[config.mk]
export PLATFORM = sky130hd
export DESIGN_NAME = mul32_seq
export DESIGN_NICKNAME = d
export VERILOG_FILES = /design/src/rtl/mul32_seq.sv
export SDC_FILE = /design/constraint.sdc
export NUM_CORES = 1
export LEC_CHECK = 0
export CAP_MARGIN = 0
export CORE_ASPECT_RATIO = 1.75
export CORE_MARGIN = 3
export CORE_UTILIZATION = 45
export DETAILED_ROUTE_END_ITERATION = 8
export PLACE_DENSITY = 0.7
export SLEW_MARGIN = 10
export SYNTH_ARGS = -nofsm -noshare
export SYNTH_HDL_FRONTEND = slang
export SYNTH_SLANG_ARGS = --single-unit
[constraint.sdc]
create_clock -name clk -period 23.2 [get_ports clk]
set_clock_uncertainty 0.15 [all_clocks]
set_input_delay 6.96 -clock clk [delete_from_list [all_inputs] [get_ports clk]]
set_output_delay 6.96 -clock clk [all_outputs]
set_load 0.05 [all_outputs]
[src/rtl/mul32_seq.sv]
// ---------------------------------------------------------------------------
// mul32_seq -- sequential 32x32 -> 64 multiplier built on one 18x18 DSP block.
//
// An operand pair is accepted over a valid/ready handshake. Four 16x16 partial
// products are issued to a single mult18x18 instance and summed into a 64-bit
// accumulator. The product is then held on a valid/ready output handshake.
// Unsigned build latency is 5 cycles from accept to out_valid. The minimum
// initiation interval is 7 cycles.
//
// Optional feature: define MUL32_SIGNED_EN to add the `sgn` input and the FIX
// state. This gives signed multiplication, with 6-cycle latency and an
// initiation interval of 8.
//
// Ports:
//   clk       in   1   system clock, rising edge
//   rst       in   1   asynchronous active-high reset (also resets the DSP)
//   in_valid  in   1   a/b valid
//   in_ready  out  1   ready to accept (IDLE only)
//   a, b      in   32  multiplicand / multiplier
//   sgn       in   1   signed operation (MUL32_SIGNED_EN builds only)
//   out_valid out  1   p holds a completed product
//   out_ready in   1   consumer accepts p
//   p         out  64  product
//   busy      out  1   any state other than IDLE
// ---------------------------------------------------------------------------

// Registered 18x18 unsigned multiplier. O only updates when en is high.
module mult18x18 (
  input  logic        clk,
  input  logic        rst,
  input  logic        en,
  input  logic [17:0] a,
  input  logic [17:0] b,
  output logic [35:0] o
);

  always_ff @(posedge clk or posedge rst) begin
    if (rst) begin
      o <= '0;
    end else if (en) begin
      o <= a * b;
    end
  end

endmodule

module mul32_seq (
  input  logic        clk,
  input  logic        rst,
  input  logic        in_valid,
  output logic        in_ready,
  input  logic [31:0] a,
  input  logic [31:0] b,
`ifdef MUL32_SIGNED_EN
  input  logic        sgn,
`endif
  output logic        out_valid,
  input  logic        out_ready,
  output logic [63:0] p,
  output logic        busy
);

`ifdef MUL32_SIGNED_EN
  typedef enum logic [1:0] {IDLE = 2'd0, RUN = 2'd1, DONE = 2'd2, FIX = 2'd3} state_t;
`else
  typedef enum logic [1:0] {IDLE = 2'd0, RUN = 2'd1, DONE = 2'd2} state_t;
`endif

  state_t      state_q, state_d;
  logic [2:0]  cnt_q, cnt_d;
  logic [31:0] a_q, a_d;
  logic [31:0] b_q, b_d;
  logic [63:0] acc_q, acc_d;
  logic        in_ready_q, in_ready_d;
  logic        busy_q, busy_d;
  logic        out_valid_q, out_valid_d;

  logic        mult_en;
  logic [17:0] mult_a;
  logic [17:0] mult_b;
  logic [35:0] mult_o;
  logic [63:0] pp_ext;
  logic [63:0] pp_shift;
  logic [31:0] a_mag;
  logic [31:0] b_mag;

  // O[35:32] is always zero for zero-extended 16-bit halves.
  logic        mult_hi_unused;
  assign mult_hi_unused = |mult_o[35:32];

`ifdef MUL32_SIGNED_EN
  logic        sign_q, sign_d;

  function automatic logic [31:0] mag32(input logic signed [31:0] v);
    // -2^31 maps to 32'h8000_0000, which reads correctly as unsigned 2^31.
    mag32 = v[31] ? 32'(-v) : 32'(v);
  endfunction

  function automatic logic [63:0] neg64(input logic signed [63:0] v);
    neg64 = 64'(-v);
  endfunction

  assign a_mag = sgn ? mag32(a) : a;
  assign b_mag = sgn ? mag32(b) : b;
`else
  assign a_mag = a;
  assign b_mag = b;
`endif

  // Issue select: cnt 0..3 -> aL*bL, aL*bH, aH*bL, aH*bH.
  assign mult_en = (state_q == RUN) && (cnt_q < 3'd4);
  assign mult_a  = {2'b00, cnt_q[1] ? a_q[31:16] : a_q[15:0]};
  assign mult_b  = {2'b00, cnt_q[0] ? b_q[31:16] : b_q[15:0]};

  mult18x18 u_mult (
    .clk (clk),
    .rst (rst),
    .en  (mult_en),
    .a   (mult_a),
    .b   (mult_b),
    .o   (mult_o)
  );

  // The product returned while cnt=k belongs to pp[k-1].
  assign pp_ext = {32'd0, mult_o[31:0]};
  always_comb begin
    case (cnt_q)
      3'd1:         pp_shift = pp_ext;
      3'd2, 3'd3:   pp_shift = pp_ext << 16;
      default:      pp_shift = pp_ext << 32;
    endcase
  end

  always_comb begin
    state_d = state_q;
    cnt_d   = cnt_q;
    a_d     = a_q;
    b_d     = b_q;
    acc_d   = acc_q;
`ifdef MUL32_SIGNED_EN
    sign_d  = sign_q;
`endif
    case (state_q)
      IDLE: begin
        if (in_valid && in_ready_q) begin
          a_d     = a_mag;
          b_d     = b_mag;
          acc_d   = '0;
          cnt_d   = 3'd0;
          state_d = RUN;
`ifdef MUL32_SIGNED_EN
          sign_d  = sgn & (a[31] ^ b[31]);
`endif
        end
      end
      RUN: begin
        if (cnt_q != 3'd0) begin
          acc_d = acc_q + pp_shift;
        end
        cnt_d = cnt_q + 3'd1;
        if (cnt_q == 3'd4) begin
          cnt_d   = 3'd0;
`ifdef MUL32_SIGNED_EN
          state_d = FIX;
`else
          state_d = DONE;
`endif
        end
      end
`ifdef MUL32_SIGNED_EN
      FIX: begin
        if (sign_q) begin
          acc_d = neg64(acc_q);
        end
        state_d = DONE;
      end
`endif
      DONE: begin
        if (out_ready) begin
          state_d = IDLE;
        end
      end
      default: state_d = IDLE;
    endcase

    // Outputs are registered off the next state, so they line up with it.
    in_ready_d  = (state_d == IDLE);
    busy_d      = (state_d != IDLE);
    out_valid_d = (state_d == DONE);
  end

  always_ff @(posedge clk or posedge rst) begin
    if (rst) begin
      state_q     <= IDLE;
      cnt_q       <= 3'd0;
      acc_q       <= '0;
      in_ready_q  <= 1'b1;
      busy_q      <= 1'b0;
      out_valid_q <= 1'b0;
`ifdef MUL32_SIGNED_EN
      sign_q      <= 1'b0;
`endif
    end else begin
      state_q     <= state_d;
      cnt_q       <= cnt_d;
      acc_q       <= acc_d;
      in_ready_q  <= in_ready_d;
      busy_q      <= busy_d;
      out_valid_q <= out_valid_d;
`ifdef MUL32_SIGNED_EN
      sign_q      <= sign_d;
`endif
    end
  end

  // Operand registers are only ever read after an accept reloads them.
  always_ff @(posedge clk) begin
    a_q <= a_d;
    b_q <= b_d;
  end

  assign in_ready  = in_ready_q;
  assign busy      = busy_q;
  assign out_valid = out_valid_q;
  assign p         = acc_q;

endmodule

### Yosys cells after proc, flatten, opt, wreduce, memory -nomap -nowiden

Cells that the tools add are included.

| cells by class | value |
|---|---|
| add/subtract/negate cells | 2 |
| $mul | 1 |
| $lt $le $gt $ge | 1 |
| eq/ne operators | 9 |
| mux-type cells | 13 |
| reduce and logical (&&, ||, !) cells | 11 |

Operators with widths:

| cell | number |
|---|---|
| $pmux W64 S2 | 2 |
| $mux W64 | 2 |
| $add A64 B64 Y64 | 1 |
| $mul A16 B16 Y32 | 1 |
| $mux W16 | 2 |
| $eq A3 B2 Y1 const B | 2 |
| $mux W2 | 3 |
| $mux W3 | 2 |
| $pmux W2 S3 | 1 |
| $pmux W3 S2 | 1 |
| $eq A2 B2 Y1 const B | 2 |
| $logic_not A2 Y1 | 2 |
| $reduce_and A2 Y1 | 2 |
| $reduce_bool A2 Y1 | 2 |
| $add A3 B1 Y3 const B | 1 |
| $eq A3 B1 Y1 const B | 1 |
| $eq A3 B3 Y1 const B | 1 |
| $lt A3 B3 Y1 const B | 1 |
| $reduce_and A3 Y1 | 1 |
| $reduce_bool A3 Y1 | 1 |
| $eq A2 B1 Y1 const B | 1 |
| $logic_and A1 B1 Y1 | 2 |
| $ne A2 B1 Y1 const B | 1 |
| $ne A2 B2 Y1 const B | 1 |
| $reduce_or A2 Y1 | 1 |

| word-level totals | value |
|---|---|
| register bits after elaboration | 168 |
| bits of input ports | 68 |
| output and inout bits | 67 |
| logic and storage cells | 46 |

### Logic depth before layout (Yosys ltp)

| logic depth | value |
|---|---|
| depth after elaboration | 6 |
| mapped depth | 28 |
| depth with buffers taken out | 25 |

### Modules after synthesis

Synthesis repeated with hierarchy kept, for this count alone.

| second synthesis, totals | value |
|---|---|
| cells, all modules | 2368 |
| area total of the unflattened synthesis | 21346.7 µm² |

By module, submodules not included:

| module | times used | cells each | area an instance (µm²) | seq. area each (µm²) |
|---|---|---|---|---|
| mult18x18 | 1 | 1374 | 12170.4 | 900.9 |
| mul32_seq | 1 | 994 | 9176.3 | 3724.8 |

### Least setup slack after synthesis

Ideal clock, no wire load.

| timing path | value |
|---|---|
| kind | input port to flip-flop |
| start point | input in_valid |
| end point | register in_ready_q (netlist: in_ready) |
| setup time | 0.079 ns |
| arrival | 11.936 ns |
| required time | 22.971 ns |
| slack | 11.035 ns |
| stages | 4 |
| buffers on the path | 0 |
| cell sequence | nand2_1 nor3_1 or3_1 inv_1 |

| between the ends | value |
|---|---|
| longest elaborated chain between the ends | 4 |

RTL lines:

| element | line | text |
|---|---|---|
| start, declared | 50 | `input logic in_valid,` |
| $logic_and A1 B1 Y1 | 145 | `if (in_valid && in_ready_q) begin` |
| $mux W2 | 145 |  |
| $pmux W2 S3 | 143 | `case (state_q)` |
| $logic_not A2 Y1 | 187 | `in_ready_d = (state_d == IDLE);` |
| named net in_ready_d | 74 | `logic in_ready_q, in_ready_d;` |
| end signal, assigned | 207 | `in_ready_q <= in_ready_d;` |
| end, declared | 74 |  |

The timed path passes the listed nets, and every way through them passes these cells.
A chain may end at the register's enable or synchronous reset.

### Worst setup path in the final report

| timing path | value |
|---|---|
| start point | register in_ready_q (netlist: in_ready) |
| end point | output in_ready |

RTL lines:

| element | line | text |
|---|---|---|
| end, declared | 51 | `output logic in_ready,` |

No word-level cell between the ends.

==> results.md <==
- Slowest stage delay, CP: 0.80 ns
- Tmin final: 8.922 ns
- Grt total ovfl: 0
- Number of setup violations in the final report: 0
- Post-DP HPWL: 44190 um
- Die width: 159.8 um
- CTS sink cnt: 168
- Cts repair resizes: 0
- Hold WC Path Type: reg -> reg
- Data arrival, critical path: 1.81 ns
- #FFs+latches synth: 168
- Postcts setup bufs: 0
- # IOs: 135
- Async SR Flop Fraction: 61.90%
- Drt pass-1 iters: 6
- RSZ-0062 raised after global routing: no
- Crit-path cells: clkdlybuf4s50_1
- F_max: 0.1121 GHz
- Vias in the first global route: 16368
- Buffers plus inverters on the worst setup path: 1
- DR WL/cell: 19.91 um
- Post-synth EDFFs: 64
- Max-slew headroom at the worst pin: 28.23%
- Max Slew Vio Count: 0
- Final hold vios: 0
- Mapped Avg Cell Area: 9.114 um^2
- 1st-iter DRT viols: 933
- Critical path startpoint category: flip-flop
- Share of cells above drive strength 1: 5.104%
- Clock Latency Late Sink: 0.47 ns
- # diodes: 0
- Final GP Congestion: 0.9436
- Syn Nets: 2476
- TritonCTS buffer count: 17
- Port buffer count: 134
- Initial antenna violation count: 0
- Register area share after synthesis: 24.31%
- DRT antenna net count: 0
- Commonest register cell after synthesis: dfrtp_1
- CP required: 16.09 ns
- Maximum clock path buffer count: 2
- Root buffer cell: clkbuf_16
- Worst-path clk slew: 0.08 ns
- Cells after Synth: 2043
- H-tree depth: 4
- Core area: 0.04083 mm^2
- Final WL: 53850 um
- Syn Std Cell Area: 0.01862 mm^2
- WS Path Type: reg -> out
- Final Cycle Share: 38.46%
- Outcome: finished clean
- Sum of negative setup slack: 0 ns
- Synth warnings: 0
- Die height: 275.1 um
- CTS tree: done
- Critical-path top delay cell: clkdlybuf4s50_1
- Tightest Pin Transition: 1.047 ns
- DR DRC count: 0
- Vias per cell: 5.618
- Family with the most delay on the worst path: buffers and inverters
- Die ar.: 0.04395 mm^2
- Crit-path max FO: 3
- Crit end category: output port
- Starting Density: 45.60%
- Max Cap Viol: 0
- Final net count: 2575
- First-pass GRT wire length: 85640 um
- Area growth syn-to-layout: 13.57%
- Largest net degree at the start of global routing: 67
- Synth cell types: 65
- Cts hold-fix bufs: 0
- GRT Overall Usage: 24.88%
- Row cnt: 98
- Via count: 15196
[cells in the mapped netlist (all sizes together) (9+ instances only)]
cell type | instances | share of area, %
clkbuf | 71 | 1.4
nand4 | 18 | 0.60
a21oi | 92 | 2.5
xnor2 | 42 | 2.0
edfxtp | 64 | 10
a211oi | 17 | 0.71
nand3 | 24 | 0.67
fa | 195 | 21
o21ai | 129 | 3.5
ha | 170 | 11
a22o | 38 | 1.8
or3 | 9 | 0.30
nor2b | 10 | 0.34
o31ai | 13 | 0.58
and2 | 40 | 1.3
nor2 | 160 | 3.2
and3 | 13 | 0.44
nor3 | 13 | 0.35
inv | 253 | 5.1
nand2b | 15 | 0.50
o21bai | 19 | 0.77
xor2 | 35 | 1.6
mux2 | 30 | 1.8
mux2i | 35 | 1.9
nand2 | 288 | 5.8
dfrtp | 103 | 14
a21o | 56 | 2.3
[final cells by class]
class	instances	area (um^2)
Timing Repair Buffer	155	1499
Fill cell	3852	19690
Sequential cell	168	4526
Clock buffer	17	425.4
Inverter	253	952.2
Multi-Input combinational cell	1547	12890
Clock inverter	15	167.7
Tap cell	550	688.2
[path summary, 6_finish.rpt]
path	endpoint	cells past startpoint	slack, ns	from
setup / recovery	in_ready	1	14.28	in_ready$_DFF_PP1_
min in group asynchronous	p[6]$_DFFE_PP0P_	2	6.80	rst
setup reg to reg	u_mult.o[30]$_DFFE_PP0P_	24	15.18	cnt_q[1]$_DFFE_PP0P_
hold reg to reg	p[43]$_DFFE_PP0P_	2	0.37	p[43]$_DFFE_PP0P_
hold / removal	p[43]$_DFFE_PP0P_	2	0.37	p[43]$_DFFE_PP0P_
max in group asynchronous	p[10]$_DFFE_PP0P_	3	14.93	rst
[cell usage in the layout, fill, tap and decap left out, types with 13 or more instances in the layout]
cell,Yosys,layout
nand2_1,288,288
inv_1,253,252
fa_1,195,195
ha_1,170,170
nor2_1,160,159
clkdlybuf4s50_1,0,134
o21ai_0,127,126
dfrtp_1,103,103
a21oi_1,90,90
edfxtp_1,64,64
a21o_1,56,55
xnor2_1,42,42
and2_1,40,40
a22o_1,38,38
xor2_1,35,35
mux2i_1,35,34
mux2_2,30,30
nand3_1,23,23
buf_4,0,21
o21bai_1,19,19
nand4_1,18,18
clkbuf_16,0,17
a211oi_1,16,16
nand2b_1,15,15
and3_1,13,13
[registers in the layout (all words and copies together) (netlist names)]
signal and flops:
out_valid 1, in_ready 1, b_q 32, cnt_q 3, u_mult.o 32, p 64, state_q 2, a_q 32
busy 1
[kinds of logic after synthesis]
group | count (synthesis) | share of synthesized area, %
muxes | 65 | 3.696
adders and majority gates | 365 | 32.39
AOI/OAI and AO/OA | 422 | 14.70
xor gates and xnor gates | 77 | 3.622
buffers and inverters | 328 | 6.612
DFF | 168 | 24.31
and+or+nand+nor | 618 | 14.67
[per-layer routing]
layer	global-route usage (%)	wire, um	vias to the layer above	share of wire (%)
li1	-	-	7057	-
met3	2.561	2039	177	3.8
met1	24.27	18060	7476	34
met4	17.11	4166	0	7.7
met5	0	0	-	0
met2	48.59	29590	486	55
[through the flow]
stage | std cells | hold WS [ns] | setup slack, ns | instance area, um^2 | util [%]
3_3_place_gp | 2673 | 0.3439 | 13.96 | 20550 | 50.34
2_1_floorplan | 2043 | 0.3333 | 11.03 | 18620 | -
4_1_cts | 2705 | 0.3812 | 14.27 | 21150 | 51.79
6_report | 2705 | 0.3718 | 14.28 | 21150 | 51.79
5_1_grt | 2705 | 0.4042 | 14.25 | 21150 | 51.79
3_5_place_dp | 2673 | 0.3631 | 13.96 | 20550 | 50.34
Power is not shown: default switching activity piles up to over one toggle a cycle in this logic, so the estimate is an artifact.
